--- src/rtl/mem32_pkg.sv ---
// Shared constants and state encoding for the 32-bit memory access controller.
package mem32_pkg;

  localparam int MEM_WORD   = 32;
  localparam int MEM_ADDR   = 16;
  localparam int FIFO_DEPTH = 2;
  localparam int CNT_W      = $clog2(FIFO_DEPTH + 1);

  typedef enum logic {
    ST_IDLE  = 1'b0,
    ST_CLEAR = 1'b1
  } state_e;

endpackage

--- src/rtl/resp_fifo2.sv ---
// Two-entry in-order read-response FIFO; push and pop may occur in the same cycle.
module resp_fifo2
  import mem32_pkg::*;
#(
  parameter int WORD = MEM_WORD
) (
  input  logic             clk,
  input  logic             rst_n,
  input  logic             push_i,
  input  logic [WORD-1:0]  push_data_i,
  input  logic             pop_i,
  output logic             valid_o,
  output logic [WORD-1:0]  data_o,
  output logic [CNT_W-1:0] count_o
);

  logic [WORD-1:0]  store_q [FIFO_DEPTH];
  logic             wr_ptr_q;
  logic             rd_ptr_q;
  logic [CNT_W-1:0] count_q;

  // NOTE: storage is reset too, so rsp_rdata cannot leak stale or X data after reset.
  always_ff @(posedge clk or negedge rst_n) begin
    if (!rst_n) begin
      for (int i = 0; i < FIFO_DEPTH; i++) store_q[i] <= '0;
      wr_ptr_q <= 1'b0;
      rd_ptr_q <= 1'b0;
      count_q  <= '0;
    end else begin
      if (push_i) begin
        store_q[wr_ptr_q] <= push_data_i;
        wr_ptr_q          <= ~wr_ptr_q;
      end
      if (pop_i) rd_ptr_q <= ~rd_ptr_q;
      case ({push_i, pop_i})
        2'b10:   count_q <= count_q + CNT_W'(1);
        2'b01:   count_q <= count_q - CNT_W'(1);
        default: count_q <= count_q;
      endcase
    end
  end

  assign valid_o = (count_q != '0);
  assign data_o  = valid_o ? store_q[rd_ptr_q] : '0;
  assign count_o = count_q;

endmodule

--- src/rtl/mem32_access_ctrl.sv ---
// Single-port memory access controller: request/response port plus a zero-fill engine.
module mem32_access_ctrl
  import mem32_pkg::*;
#(
  parameter int WORD = MEM_WORD,
  parameter int ADDR = MEM_ADDR
) (
  input  logic            clk,
  input  logic            rst_n,
  input  logic            req_valid,
  output logic            req_ready,
  input  logic            req_we,
  input  logic [ADDR-1:0] req_addr,
  input  logic [WORD-1:0] req_wdata,
  output logic            rsp_valid,
  input  logic            rsp_ready,
  output logic [WORD-1:0] rsp_rdata,
  input  logic            clr_start,
  input  logic [ADDR-1:0] clr_base,
  input  logic [ADDR-1:0] clr_len,
  output logic            clr_busy,
  output logic            clr_done,
  output logic [ADDR-1:0] mem_A,
  output logic            mem_W,
  output logic [WORD-1:0] mem_D,
  input  logic [WORD-1:0] mem_Q
);

  state_e           state_q, state_d;
  logic [ADDR-1:0]  ptr_q, ptr_d;
  logic [ADDR-1:0]  remaining_q, remaining_d;
  logic [ADDR-1:0]  last_addr_q;
  logic             inflight_q, read_issue;
  logic             done_q, done_d;
  logic [CNT_W-1:0] fifo_count;
  logic [CNT_W:0]   credits_used;

  // Credits come from registered state only, so rsp_ready never reaches req_ready.
  assign credits_used = (CNT_W+1)'(fifo_count) + (CNT_W+1)'(inflight_q);
  assign req_ready    = (state_q == ST_IDLE) && !clr_start
                     && (credits_used < (CNT_W+1)'(FIFO_DEPTH));
  assign clr_busy     = (state_q == ST_CLEAR);
  assign clr_done     = done_q;

  // NOTE: every output of this block gets a default first, so no path can infer a latch.
  always_comb begin
    state_d     = state_q;
    ptr_d       = ptr_q;
    remaining_d = remaining_q;
    done_d      = 1'b0;
    read_issue  = 1'b0;
    mem_W       = 1'b0;
    mem_A       = last_addr_q;
    mem_D       = '0;
    case (state_q)
      ST_IDLE: begin
        if (clr_start) begin
          state_d     = ST_CLEAR;
          ptr_d       = clr_base;
          remaining_d = clr_len;
        end else if (req_valid && req_ready) begin
          mem_A = req_addr;
          if (req_we) begin
            mem_W = 1'b1;
            mem_D = req_wdata;
          end else begin
            read_issue = 1'b1;
          end
        end
      end
      ST_CLEAR: begin
        mem_W = 1'b1;
        mem_A = ptr_q;
        ptr_d = ptr_q + ADDR'(1);
        if (remaining_q == '0) begin
          state_d = ST_IDLE;
          done_d  = 1'b1;
        end else begin
          remaining_d = remaining_q - ADDR'(1);
        end
      end
      default: state_d = ST_IDLE;
    endcase
  end

  // NOTE: state registers use non-blocking assignments so every flop samples pre-edge values.
  always_ff @(posedge clk or negedge rst_n) begin
    if (!rst_n) begin
      state_q     <= ST_IDLE;
      ptr_q       <= '0;
      remaining_q <= '0;
      last_addr_q <= '0;
      inflight_q  <= 1'b0;
      done_q      <= 1'b0;
    end else begin
      state_q     <= state_d;
      ptr_q       <= ptr_d;
      remaining_q <= remaining_d;
      last_addr_q <= mem_A;
      inflight_q  <= read_issue;
      done_q      <= done_d;
    end
  end

  // mem_Q is valid the cycle after the read-issue edge; capture it on the following edge.
  resp_fifo2 #(.WORD(WORD)) u_resp_fifo (
    .clk         (clk),
    .rst_n       (rst_n),
    .push_i      (inflight_q),
    .push_data_i (mem_Q),
    .pop_i       (rsp_valid && rsp_ready),
    .valid_o     (rsp_valid),
    .data_o      (rsp_rdata),
    .count_o     (fifo_count)
  );

endmodule

--- config.mk ---
export PLATFORM = sky130hd
export DESIGN_NAME = mem32_access_ctrl
export DESIGN_NICKNAME = d
export VERILOG_FILES = /design/src/rtl/mem32_pkg.sv /design/src/rtl/resp_fifo2.sv /design/src/rtl/mem32_access_ctrl.sv
export SDC_FILE = /design/constraint.sdc
export NUM_CORES = 1
export LEC_CHECK = 0
export ABC_AREA = 1
export CORE_ASPECT_RATIO = 2
export CORE_MARGIN = 2
export CORE_UTILIZATION = 51
export DETAILED_ROUTE_END_ITERATION = 8
export GPL_TIMING_DRIVEN = 0
export PLACE_DENSITY = 0.83
export SLEW_MARGIN = 20
export SYNTH_ARGS = -nofsm -noshare
export SYNTH_HDL_FRONTEND = slang
export SYNTH_SLANG_ARGS = --single-unit
--- constraint.sdc ---
create_clock -name clk -period 4.4 [get_ports clk]
set_input_delay 0.88 -clock clk [delete_from_list [all_inputs] [get_ports clk]]
set_output_delay 0.88 -clock clk [all_outputs]
set_load 0.01 [all_outputs]
==> run_results.csv, run 1 <==
group,metric,value,unit
outcome,status,"complete, no violations",
final_layout,fillers,1013,
final_layout,finalCoreUtilization,73.60,%
sta,fin_worst_skew,0.01378,ns
setup_path,cp_data_required_time,3.52,ns
sta,rsz0062_at_grt,"false",
clocking,worstSkewPairLatency,0.42,ns
floorplan,die_w,84.87,um
floorplan,dieArea,14060,um^2
setup_path,path_class,"primary input to output port",
run,maxCapViolCount,0,
floorplan,coreArea,12920,um^2
sta,max_freq,258.4,MHz
sta,final_hold_viol_count,0,
synth,synth_top_area_share,44.64,%
place,dp_hpwl,15.08,mm
final_layout,register_area,2978,um^2
drt,drtIter0Drc,421,
final_layout,syn_to_final_growth,42.54,%
drt,num_vias,6837,
place,portBuffers,202,
final_layout,drive_gt1_share,7.057,%
setup_path,cp.arrival,2.99,ns
final_layout,multiInputGateArea,3123,um^2
drt,wl,20.39,mm
synth,ys.flop_type,"dfrtp_1",
synth,synth.area.top_cells,"dfrtp_1 (45%), nand2_1 (21%), o21ai_0 (7.0%)",
drt,drtPass1Iterations,5,
synth,synth.most_common_cell,"nand2_1",
floorplan,start_util,51.63,%
clocking,cts_hold_buffers,0,
clocking,root_buffer,"clkbuf_16",
pwr,power_density,512.6,nW/um^2
place,place_area,8911,um^2
clocking,clockBufferDepth,2,
drt,via_per_inst,5.199,
pwr,ir_drop,0.4994,mV
synth,synth.distinct_cells,30,
clocking,htreeDepth,4,
global_routing,grt.total_usage,29.60,%
sta,slew-limit-headroom,57.12,%
clocking,cts_tree,"yes",
global_routing,antenna_found_initial,1,
drt,drc,0,
place,place_ws,0.5139,ns
global_routing,overflow,0,
synth,async_reset_ff_share,100.0,%
sta,fin_crit_sh,87.97,%
clocking,cts_buffers,17,
drt,ant_nets,0,
synth,avgSynthCellArea,7.195,um^2
pwr,leakage,4.586,nW
sta,tns,0,ns
floorplan,fp-row-count,59,
synth,ys_ff_latch,119,
hold_path,holdCritPathClass,"primary input to async pin",
floorplan,io_pins,203,
clocking,cts_resized,0,
synth,syn_nets,1048,
synth,synth_top_cell_by_area,"dfrtp_1",
sta,setup_viol,0,
sta,fin_crit,3.870,ns
sta,finalMaxSlewViolations,0,
clocking,post-cts-setup-buffer-count,0,
sta,setup_ws,0.5295,ns
global_routing,grt_pass1_vias,6923,
sta,tightest_slew,0.6432,ns
floorplan,die_height,165.7,um
synth,synthCells,927,
clocking,clk_pin_slew,0.06,ns
final_layout,finalNetCount,1270,
synth,seq_area_frac_synth,44.64,%
synth,synth_top_cells_by_count,"nand2_1 (370), dfrtp_1 (119), o21ai_0 (93), inv_1 (84), nor2_1 (74)",
global_routing,grt_pass1_wl,33.33,mm
place,dpl.cell_count,1282,
place,place.gp.congestion,0.9023,
global_routing,grt_max_degree,63,
sta,fin_hold_ws,0.4479,ns
final_layout,finalInstanceArea,9508,um^2
pwr,p_total,4.873,mW
synth,yosysWarnings,0,
setup_path,cp_max_fo,10,
final_layout,layout.cells.non_filler,1315,
synth,synth_area,6670,um^2
setup_path,cp-start-kind,"primary input",
setup_path,end_kind,"output port",
drt,wl_per_cell,15.51,um
synth,synth_edf_count,0,
clocking,cts_sinks,119,
-- placed cells by master (no fill, tap or decap), types with 4 or more instances in the layout --
cell | netlist | layout
nor2_4 | 30 | 30
o21ai_1 | 10 | 10
nand4_1 | 4 | 4
clkbuf_1 | 33 | 34
buf_2 | 4 | 4
nand3b_1 | 4 | 4
inv_1 | 84 | 84
clkinv_4 | 0 | 4
o21ai_0 | 93 | 93
a21oi_1 | 35 | 35
dfrtp_1 | 119 | 119
nand3_1 | 31 | 31
clkdlybuf4s50_1 | 0 | 201
inv_6 | 1 | 6
nand2_1 | 370 | 370
buf_6 | 3 | 4
nor2_1 | 74 | 74
clkbuf_16 | 0 | 17
-- power breakdown --
part / leakage [nW] / total, mW / internal (mW) / switching, mW
Clock: 0.284 / 1.40 / 0.849 / 0.553
Sequential: 1.26 / 1.51 / 1.32 / 0.190
Combinational: 3.05 / 1.97 / 0.930 / 1.04
-- critical path, stage by stage --
cell and delay, ns:
clkdlybuf4s50_1 0.39, inv_1 0.11, nand2_4 0.13, nor3b_4 0.28, nand2_4 0.13, buf_2 0.23, nand2_1 0.08, nand3_1 0.07
nand2_1 0.11, clkdlybuf4s50_1 0.56
-- final cells by class --
cell class              instances  share of cell area [%]
clock inverters                14                   1.737
clock buffers                  18                   4.514
inverters                      85                   3.408
well taps                     152                   2.000
repair buffers                203                   21.57
diodes                          1                 0.02632
flip-flops and latches        119                   31.32
multi-input cells             676                   32.85
plain buffers                  47                   2.579
-- worst paths after layout --
| path | slack [ns] | end | start | cells after the start |
|---|---|---|---|---|
| setup / recovery | 0.53 | mem_A[2] | clr_start | 10 |
| hold / removal | 0.45 | u_resp_fifo.store_q[37]$_DFFE_PN0P_ | rst_n | 1 |
| setup reg to reg | 2.56 | remaining_q[4]$_DFFE_PN0P_ | remaining_q[0]$_DFFE_PN0P_ | 10 |
| hold reg to reg | 0.48 | u_resp_fifo.store_q[55]$_DFFE_PN0P_ | u_resp_fifo.store_q[55]$_DFFE_PN0P_ | 2 |
| max in group asynchronous | 3.24 | ptr_q[10]$_DFFE_PN0P_ | rst_n | 2 |
| min in group clk | 0.48 | u_resp_fifo.store_q[55]$_DFFE_PN0P_ | u_resp_fifo.store_q[55]$_DFFE_PN0P_ | 2 |
-- registers in the layout, summed over array words and instances (netlist names) --
signal / flops
u_resp_fifo.rd_ptr_q: 1
clr_done: 1
inflight_q: 1
ptr_q: 16
clr_busy: 1
u_resp_fifo.wr_ptr_q: 1
u_resp_fifo.store_q: 64
u_resp_fifo.count_o: 2
remaining_q: 16
last_addr_q: 16
-- cell families (layout without fill, tap and decap cells) --
group | Yosys count | after routing | synth area share, %
other | 0 | 1 | 0
XOR/XNOR | 5 | 5 | 0.6567
AO/OA/AOI/OAI | 147 | 147 | 11.33
AND/OR/NAND/NOR | 521 | 521 | 34.27
adder cells (fa/ha/maj) | 3 | 3 | 0.5628
flip-flops | 119 | 119 | 44.64
buffers and inverters | 132 | 367 | 8.535
-- routing by layer --
| layer | share of wire, % | vias up | track usage [%] |
|---|---|---|---|
| met3 | 3.9 | 61 | 4.026 |
| met1 | 37 | 3187 | 31.19 |
| met2 | 56 | 251 | 55.46 |
| met5 | 0 | - | 0 |
| li1 | - | 3338 | - |
| met4 | 3.5 | 0 | 15.25 |
Note: power is estimated with default switching activity, not from simulation.
==> inputs of run 2 (changes only) <==
Settings changed: ABC_AREA 1 to not set, CORE_UTILIZATION 51 to 50, SYNTH_HIERARCHICAL set to 1.
==> run 2 against run 1 <==
Sequential power is 5% higher. First-iteration DRC count is 23% lower. Clock skew is 0.0062 ns lower. Worst hold slack worse by 0.075 ns. Critical path type is now flip-flop to output port. Highest routed layer unchanged. Flip-flop and latch count stayed put. Synthesized cell count is 38% lower. Total power is 5.9% lower.
==> run_results.csv, run 2 <==
group,metric,value,unit
global_routing,grt_pass1_vias,5806,
drt,num_vias,5452,
setup_path,path_class,"flip-flop to output port",
place,dp_hpwl,14.46,mm
clocking,cts_resized,0,
synth,synth_edf_count,0,
place,place_area,8436,um^2
drt,drtPass1Iterations,5,
synth,synthCells,571,
pwr,leakage,4.053,nW
floorplan,coreArea,12120,um^2
synth,ys.flop_type,"dfrtp_1",
sta,setup_ws,0.4615,ns
clocking,cts_hold_buffers,0,
pwr,p_sw,1.471,mW
outcome,status,"complete, no violations",
final_layout,final_cell_mix,"clkdlybuf4s50_1 (200), dfrtp_1 (119), mux2_2 (62)",
pwr,seqPwrFrac,34.5,%
floorplan,start_util,51.23,%
sta,fin_worst_skew,0.007544,ns
final_layout,layout_commonest_cell,"clkdlybuf4s50_1",
synth,synth_top_cells_by_count,"dfrtp_1 (119), mux2_2 (62), nor2_1 (47), mux2i_1 (40), and3_1 (34)",
clocking,worstSkewPairLatency,0.41,ns
pwr,power_frac_comb,33.3,%
floorplan,die_height,161.6,um
final_layout,fillers,836,
setup_path,cp.arrival,3.06,ns
final_layout,syn_to_final_growth,46.09,%
synth,avgSynthCellArea,10.88,um^2
global_routing,overflow,0,
sta,setup_viol,0,
hold_path,holdCritPathClass,"primary input to async pin",
final_layout,diodes,0,
synth,synth.distinct_cells,49,
drt,wl,19.25,mm
floorplan,dieArea,13380,um^2
synth,synth_top_cell_by_area,"dfrtp_1",
pwr,internal-power,3.115,mW
floorplan,io_pins,203,
place,place.gp.congestion,0.9568,
pwr,switching_share,32.07,%
drt,drc,0,
final_layout,largest_reg_flops,64,
setup_path,end_kind,"output port",
clocking,clk_pin_slew,0.06,ns
sta,finalMaxSlewViolations,0,
final_layout,finalNetCount,913,
setup_path,cp-start-kind,"flip-flop",
global_routing,grt.total_usage,28.51,%
clocking,cts_tree,"yes",
drt,drtIter0Drc,323,
global_routing,grt_max_degree,84,
pwr,ir_drop,0.4215,mV
pwr,power_density,505.3,nW/um^2
place,portBuffers,201,
synth,synth_area,6211,um^2
clocking,root_buffer,"clkbuf_16",
final_layout,drive_gt1_share,15.53,%
sta,fin_crit_sh,89.51,%
synth,yosysWarnings,6,
synth,seq_area_frac_synth,47.95,%
global_routing,grt_pass1_wl,29.97,mm
drt,ant_nets,0,
synth,ys_ff_latch,119,
setup_path,cp_data_required_time,3.52,ns
final_layout,regMostFlops,"u_resp_fifo/store_q",
run,maxCapViolCount,0,
global_routing,antenna_found_initial,0,
sta,rsz0062_at_grt,"false",
clocking,cts_sinks,119,
synth,synth.most_common_cell,"dfrtp_1",
sta,tightest_slew,0.7033,ns
clocking,clockBufferDepth,2,
sta,final_hold_viol_count,0,
setup_path,cp_max_fo,10,
place,place_ws,0.4403,ns
synth,synth.area.top_cells,"dfrtp_1 (48%), mux2_2 (11%), mux2i_1 (6.4%)",
sta,slew-limit-headroom,53.11,%
floorplan,fp-row-count,57,
sta,max_freq,253.9,MHz
clocking,htreeDepth,4,
clocking,cts_buffers,17,
clocking,post-cts-setup-buffer-count,0,
drt,via_per_inst,5.727,
floorplan,die_w,82.81,um
synth,synth_top_area_share,47.95,%
drt,wl_per_cell,20.22,um
final_layout,finalInstanceArea,9074,um^2
sta,fin_crit,3.938,ns
synth,async_reset_ff_share,100.0,%
synth,syn_nets,692,
pwr,p_clk_share,32.2,%
run 2: cell count changes after synthesis, moves of 14 or more:
cell,previous run,this run
clkbuf_1,33,18
nor2_4,30,1
mux2i_1,0,40
nand3_1,31,9
mux2_2,0,62
inv_1,84,9
and3_1,1,34
nor2_1,74,47
a211oi_1,0,29
nor2b_1,0,18
nand2_1,370,31
xnor2_1,2,16
o21ai_0,93,4
run 2: critical path: stages (launching register included):
cell and delay, ns:
dfrtp_1 0.38, buf_2 0.19, inv_1 0.14, clkbuf_1 0.45, clkbuf_1 0.58, a2bb2oi_1 0.29, clkdlybuf4s50_1 0.61
run 2: cell type report:
type	instances	area [um^2]	area share, %
clock inverters	14	198.9	2.193
clock buffers	18	439.2	4.840
flip-flops and latches	119	2978	32.82
plain buffers	42	209.0	2.303
inverters	9	33.78	0.3723
multi-input cells	401	2990	32.96
well taps	147	183.9	2.027
repair buffers	202	2041	22.49
run 2: cell families (layout without fill, tap and decap cells):
| group | Yosys count | count (layout) | share of synthesized area [%] |
|---|---|---|---|
| multiplexers | 104 | 104 | 18.05 |
| XOR/XNOR | 26 | 26 | 3.666 |
| buffers and inverters | 51 | 285 | 3.908 |
| adder cells (fa/ha/maj) | 3 | 3 | 0.6044 |
| AND/OR/NAND/NOR | 176 | 176 | 15.21 |
| flip-flops | 119 | 119 | 47.95 |
| AO/OA/AOI/OAI | 92 | 92 | 10.62 |
run 2: stage by stage:
stage	cells	util (%)	power [mW]	setup TNS, ns	hold WS, ns
4_1_cts	952	74.84	4.603	0	0.3711
3_3_place_gp	919	69.34	3.037	-230.94	0.4688
2_1_floorplan	571	-	2.383	0	0.4574
3_5_place_dp	920	69.58	3.109	0	0.4943
5_1_grt	952	74.84	4.806	0	0.3801
6_report	952	74.84	4.585	0	0.3726
run 2: layer usage:
metal  vias to the layer above  global-route usage, %  part of all wire (%)
met2                       269                  52.16                    54
met5                         -                      0                     0
met1                      2629                  30.67                    36
li1                       2504                      -                     -
met3                        50                  4.854                   5.7
met4                         0                  15.80                   4.2
run 2: worst paths after layout:
kind                                                startpoint                                  end  slack [ns]  cells past startpoint
setup / recovery                            clr_busy$_DFF_PN0_                            mem_A[12]        0.46                      6
hold / removal                                           rst_n  u_resp_fifo/store_q[59]$_DFFE_PN0P_        0.37                      1
setup reg to reg            u_resp_fifo/count_o[0]$_DFFE_PN0P_   u_resp_fifo/count_o[1]$_DFFE_PN0P_        2.06                      8
hold reg to reg            u_resp_fifo/store_q[52]$_DFFE_PN0P_  u_resp_fifo/store_q[52]$_DFFE_PN0P_        0.51                      1
max in group asynchronous                                rst_n           remaining_q[2]$_DFFE_PN0P_        3.29                      2
min in group clk           u_resp_fifo/store_q[52]$_DFFE_PN0P_  u_resp_fifo/store_q[52]$_DFFE_PN0P_        0.51                      1
run 2: power by group through the flow:
stage	Clock, mW	Combinational (mW)	Sequential, mW
4_1_cts	1.50	1.54	1.57
3_3_place_gp	0	1.47	1.56
5_1_grt	1.55	1.65	1.61
3_5_place_dp	0	1.52	1.59
2_1_floorplan	0	0.860	1.52
6_report	1.48	1.53	1.58
